--- src/rtl/core_ifu.sv ---
// core_ifu: in-order instruction fetch unit with a DEPTH-entry reservation
// FIFO, arbitrary-latency responses and redirect flush of in-flight fetches.
module core_ifu #(
  parameter int ADDR_WIDTH = 32,
  parameter int INST_WIDTH = 32,
  parameter int DEPTH = 4,
  parameter logic [ADDR_WIDTH-1:0] RESET_PC = '0
) (
  input  logic                  clk,
  input  logic                  rst,
  output logic                  ifu_req_valid,
  input  logic                  ifu_req_ready,
  output logic [ADDR_WIDTH-1:0] ifu_addr,
  input  logic                  ifu_rsp_valid,
  input  logic [INST_WIDTH-1:0] ifu_data,
  input  logic                  redirect_valid,
  input  logic [ADDR_WIDTH-1:0] redirect_pc,
  output logic                  inst_valid,
  input  logic                  inst_ready,
  output logic [ADDR_WIDTH-1:0] inst_pc,
  output logic [INST_WIDTH-1:0] inst_data
);

  localparam int PW = $clog2(DEPTH);
  localparam int CW = PW + 1;

  typedef logic [PW-1:0] ptr_t;
  typedef logic [CW-1:0] cnt_t;
  typedef logic [CW:0]   sum_t;

  logic [ADDR_WIDTH-1:0] pc_q, pc_d;
  logic [ADDR_WIDTH-1:0] epc_q [DEPTH];
  logic [ADDR_WIDTH-1:0] epc_d [DEPTH];
  logic [INST_WIDTH-1:0] edat_q [DEPTH];
  logic [INST_WIDTH-1:0] edat_d [DEPTH];
  logic [DEPTH-1:0]      filled_q, filled_d;
  ptr_t alloc_ptr_q, alloc_ptr_d;
  ptr_t fill_ptr_q, fill_ptr_d;
  ptr_t head_ptr_q, head_ptr_d;
  cnt_t alloc_cnt_q, alloc_cnt_d;
  cnt_t drop_cnt_q, drop_cnt_d;

  cnt_t n_filled;
  sum_t inflight;
  logic req_fire;
  logic deq;
  logic unused_pc_lsb;

  assign unused_pc_lsb = ^redirect_pc[1:0];

  always_comb begin
    n_filled = '0;
    for (int i = 0; i < DEPTH; i++) begin
      n_filled = n_filled + cnt_t'(filled_q[i]);
    end
  end

  assign inflight = sum_t'(alloc_cnt_q) + sum_t'(drop_cnt_q);

  assign ifu_req_valid = !rst && !redirect_valid &&
                         (inflight < sum_t'(DEPTH));
  assign ifu_addr = pc_q;

  assign inst_valid = !rst && !redirect_valid &&
                      filled_q[head_ptr_q] && (alloc_cnt_q != '0);
  assign inst_pc   = epc_q[head_ptr_q];
  assign inst_data = edat_q[head_ptr_q];

  assign req_fire = ifu_req_valid && ifu_req_ready;
  assign deq      = inst_valid && inst_ready;

  always_comb begin
    pc_d        = pc_q;
    epc_d       = epc_q;
    edat_d      = edat_q;
    filled_d    = filled_q;
    alloc_ptr_d = alloc_ptr_q;
    fill_ptr_d  = fill_ptr_q;
    head_ptr_d  = head_ptr_q;
    alloc_cnt_d = alloc_cnt_q;
    drop_cnt_d  = drop_cnt_q;
    if (redirect_valid) begin
      pc_d        = {redirect_pc[ADDR_WIDTH-1:2], 2'b00};
      filled_d    = '0;
      alloc_ptr_d = '0;
      fill_ptr_d  = '0;
      head_ptr_d  = '0;
      alloc_cnt_d = '0;
      // unfilled entries still owe a response; one arriving now is consumed
      drop_cnt_d  = drop_cnt_q + (alloc_cnt_q - n_filled)
                    - cnt_t'(ifu_rsp_valid);
    end else begin
      if (req_fire) begin
        epc_d[alloc_ptr_q]    = pc_q;
        filled_d[alloc_ptr_q] = 1'b0;
        alloc_ptr_d           = alloc_ptr_q + ptr_t'(1);
        pc_d                  = pc_q + ADDR_WIDTH'(4);
      end
      if (ifu_rsp_valid) begin
        if (drop_cnt_q != '0) begin
          drop_cnt_d = drop_cnt_q - cnt_t'(1);
        end else begin
          edat_d[fill_ptr_q]   = ifu_data;
          filled_d[fill_ptr_q] = 1'b1;
          fill_ptr_d           = fill_ptr_q + ptr_t'(1);
        end
      end
      if (deq) begin
        filled_d[head_ptr_q] = 1'b0;
        head_ptr_d           = head_ptr_q + ptr_t'(1);
      end
      alloc_cnt_d = alloc_cnt_q + cnt_t'(req_fire) - cnt_t'(deq);
    end
  end

  always_ff @(posedge clk) begin
    if (rst) begin
      pc_q        <= RESET_PC;
      filled_q    <= '0;
      alloc_ptr_q <= '0;
      fill_ptr_q  <= '0;
      head_ptr_q  <= '0;
      alloc_cnt_q <= '0;
      drop_cnt_q  <= '0;
    end else begin
      pc_q        <= pc_d;
      filled_q    <= filled_d;
      alloc_ptr_q <= alloc_ptr_d;
      fill_ptr_q  <= fill_ptr_d;
      head_ptr_q  <= head_ptr_d;
      alloc_cnt_q <= alloc_cnt_d;
      drop_cnt_q  <= drop_cnt_d;
    end
  end

  // payload storage is qualified by filled_q, so it needs no reset
  always_ff @(posedge clk) begin
    epc_q  <= epc_d;
    edat_q <= edat_d;
  end

  always_ff @(posedge clk) begin
    if (!rst) begin
      assert (!(ifu_rsp_valid && alloc_cnt_q == '0 && drop_cnt_q == '0));
    end
  end

endmodule
--- config.mk ---
export PLATFORM = sky130hd
export DESIGN_NAME = core_ifu
export DESIGN_NICKNAME = d
export VERILOG_FILES = /design/src/rtl/core_ifu.sv
export SDC_FILE = /design/constraint.sdc
export NUM_CORES = 1
export LEC_CHECK = 0
export ABC_AREA = 1
export CAP_MARGIN = 20
export CORE_ASPECT_RATIO = 0.9
export CORE_MARGIN = 1
export CORE_UTILIZATION = 55
export DETAILED_ROUTE_END_ITERATION = 8
export PLACE_DENSITY = 0.8
export SLEW_MARGIN = 15
export SYNTH_ARGS = -nofsm -noshare
export SYNTH_HDL_FRONTEND = slang
export SYNTH_SLANG_ARGS = --single-unit
--- constraint.sdc ---
create_clock -name clk -period 5.65 [get_ports clk]
set_clock_uncertainty 0.1 [all_clocks]
set_input_delay 1.695 -clock clk [delete_from_list [all_inputs] [get_ports clk]]
set_output_delay 1.695 -clock clk [all_outputs]
set_load 0.02 [all_outputs]
==> results.json <==
{
  "via_count": 8870,
  "critPathMaxFanout": 73,
  "hpwl_um": 17200,
  "hold_buffers": 0,
  "synth-seq-cells": 294,
  "ant_nets": 0,
  "synth.distinct_cells": 36,
  "p_comb_share_pct": 7.8,
  "synthTopCellsByCount": "248 x edfxtp_1, 202 x nor2_1, 157 x nand2_1",
  "min_delay_worst_endpoint": "filled_q[1]",
  "final.setup.tns_ps": 0,
  "track_usage_pct": 23.9,
  "leakagePower_nw": 5.51,
  "r2r_slack_ps": 1920,
  "worst-slew-pin-transition_ps": 1090,
  "switching_share_pct": 22.0,
  "routedWlPerCell_um": 17.5,
  "cts_buffer_depth": 3,
  "yosys-top-cells-area": "edfxtp_1 60%, dfxtp_1 7.4%, nor2_1 6.1%",
  "p_switching_mw": 1.04,
  "dieHeight_um": 145,
  "gp_congestion": 0.936,
  "grt_pass1_wl_um": 44100,
  "hold_viol": 0,
  "drive_gt1_share_pct": 6.27,
  "first_pass_iters": 5,
  "portBuffers": 161,
  "synth.top_cell.area_share_pct": 59.5,
  "cts-resized-gates": 0,
  "reg2reg_to": "drop_cnt_q[2]",
  "yosysTopAreaCell": "edfxtp_1",
  "cap_viol_max_count": 0,
  "ys_seq_area_share_pct": 66.9,
  "status": "complete, no violations",
  "io_pins": 168,
  "antenna_cells": 0,
  "ctsRootBufferMaster": "clkbuf_16",
  "powerDensity_mw_per_mm2": 309,
  "ir_drop_mv": 0.194,
  "clock-sinks": 294,
  "synth-edff-count": 248,
  "power.internal_mw": 3.69,
  "min_path_type": "reg2reg",
  "clock_latency_ps": 540,
  "cp.arrival_ps": 3560,
  "dieWidth_um": 161,
  "synth.most_common_cell": "edfxtp_1",
  "fin_nets": 1382,
  "fillCellCount": 1558,
  "relSlewSlack_pct": 27.4,
  "route.detailed.drc": 0,
  "fin_ws_ps": 292,
  "cts_setup_buffers": 0,
  "avgSynthCellArea_um2": 11.0,
  "place_ws_ps": 70.7,
  "cp-start-kind": "flip-flop",
  "htree_levels": 1,
  "synthArstFlopShare_pct": 0,
  "drv_slew": 0,
  "clk_pin_slew_ps": 60,
  "dieArea_mm2": 0.0233,
  "p_clk_share_pct": 40.2,
  "setup_viol": 0,
  "start_util_pct": 57.0,
  "grt_max_degree": 79,
  "crit_required_ps": 3860,
  "area_growth_pct": 22.4,
  "min_period_ps": 5360,
  "endpoint_kind": "primary output",
  "fin_crit_sh_pct": 94.8,
  "wl_um": 28000,
  "path_class": "reg2out",
  "power_frac_seq_pct": 52.0,
  "grt_overflow": 0,
  "reg2reg_depth": 14,
  "fp-row-count": 51,
  "r2r-start": "filled_q[0]",
  "cts_buffers": 29,
  "holdPathStages": 2,
  "synth_cells": 1135,
  "coreArea_mm2": 0.0220,
  "cts_tree": "yes",
  "grt_pass1_vias": 8511,
  "min_from": "filled_q[1]",
  "rsz0062_at_grt": "no",
  "total_power_mw": 4.73,
  "viasPerCell": 5.55,
  "antenna_found_initial": 0,
  "syn_area_mm2": 0.0125,
  "drtIter0Drc": 734,
  "synth_ff_type": "edfxtp_1",
  "yosysWarnings": 0,
  "fmax_mhz": 187
}
-- metrics by stage --
step / hold WS (ps) / instance area (um2) / utilization [%] / instances
after global placement: 376 / 14400 / 65.4 / 1544
final: 395 / 15300 / 69.8 / 1598
after detailed placement: 379 / 14400 / 65.4 / 1544
after floorplan: 356 / 12500 / - / 1138
after global routing: 421 / 15300 / 69.8 / 1598
after CTS: 389 / 15300 / 69.8 / 1598
-- layout by cell type (no fill, tap or decap), types with 3 or more instances in the layout --
cell type        synthesis  final
clkbuf_1                36      4
inv_1                   72     70
clkbuf_16                0     29
dfxtp_1                 46     44
clkinv_2                 0      8
xor2_1                  14     14
o21bai_1                 4      4
nand2_1                157    157
nand3_1                 24     24
o22ai_1                 62     62
nor2_2                   2      5
nor2_4                   2      6
and3_1                   3      3
buf_4                    7     14
a211oi_1                 3      3
edfxtp_1               248    248
fa_1                     6      6
clkdlybuf4s50_1          0    161
nand3b_1                 3      3
a21oi_1                 36     36
xnor2_1                  4      4
clkbuf_8                 0      3
nor2_1                 202    195
bufinv_16                0      3
ha_1                    22     22
o21ai_0                145    145
clkinv_1                 0      4
conb_1                   1      4
o211ai_1                 3      3
-- routing by layer --
metal	wire, um	share of wire (%)	global-route usage (%)
met1	11900	42	32.8
met2	13300	48	39.8
met3	2120	7.6	3.00
met4	700	2.5	7.17
met5	0	0	0
-- final cells by class --
type	count	area, um2	share of cell area (%)
timing repair buffer	175	1720	11.2
inverter	74	282	1.84
clock buffer	36	782	5.11
tap	291	364	2.38
clock inverter	18	175	1.14
multi-input combinational	710	3620	23.7
sequential	294	8370	54.7
-- worst max path at each step --
stage,from,endpoint,cells past startpoint
5_1_grt,head_ptr_q[0],inst_data[10],5
2_1_floorplan,ifu_rsp_valid,drop_cnt_q[2],14
6_report,head_ptr_q[0],inst_data[15],5
4_1_cts,head_ptr_q[0],inst_data[10],5
3_5_place_dp,ifu_rsp_valid,drop_cnt_q[2],15
3_3_place_gp,ifu_rsp_valid,drop_cnt_q[2],15
-- logic make-up (layout without fill, tap and decap cells) --
group                      Yosys count  in the layout  synth area share, %
buffers and inverters              134            303                 4.53
AOI/OAI and AO/OA                  260            260                 11.4
and+or+nand+nor                    400            400                 12.8
DFF                                294            294                 66.9
xor gates and xnor gates            18             18                 1.26
adders and majority gates           28             28                 3.16
other                                1              4               0.0300
-- sequential cells by signal, indices dropped and copies added, names as in the netlist --
register,flops
alloc_cnt_q,3
alloc_ptr_q,2
drop_cnt_q,3
edat_q,128
epc_q,120
fill_ptr_q,2
filled_q,4
head_ptr_q,2
ifu_addr,30
-- power groups by stage --
stage / sequential [mW] / combinational, mW / clock (mW)
2_1_floorplan: 2.50 / 0.185 / 0
3_3_place_gp: 2.50 / 0.358 / 0
3_5_place_dp: 2.50 / 0.365 / 0
4_1_cts: 2.46 / 0.368 / 1.92
5_1_grt: 2.46 / 0.404 / 2.01
6_report: 2.46 / 0.368 / 1.90
-- worst max-delay path, stage by stage, from the launching register on --
cell             delay, ps
dfxtp_4                710
clkinv_2               860
buf_4                  520
o21ai_0                220
o22ai_1                120
clkdlybuf4s50_1        550
Note: power is estimated with default switching activity, not from simulation.
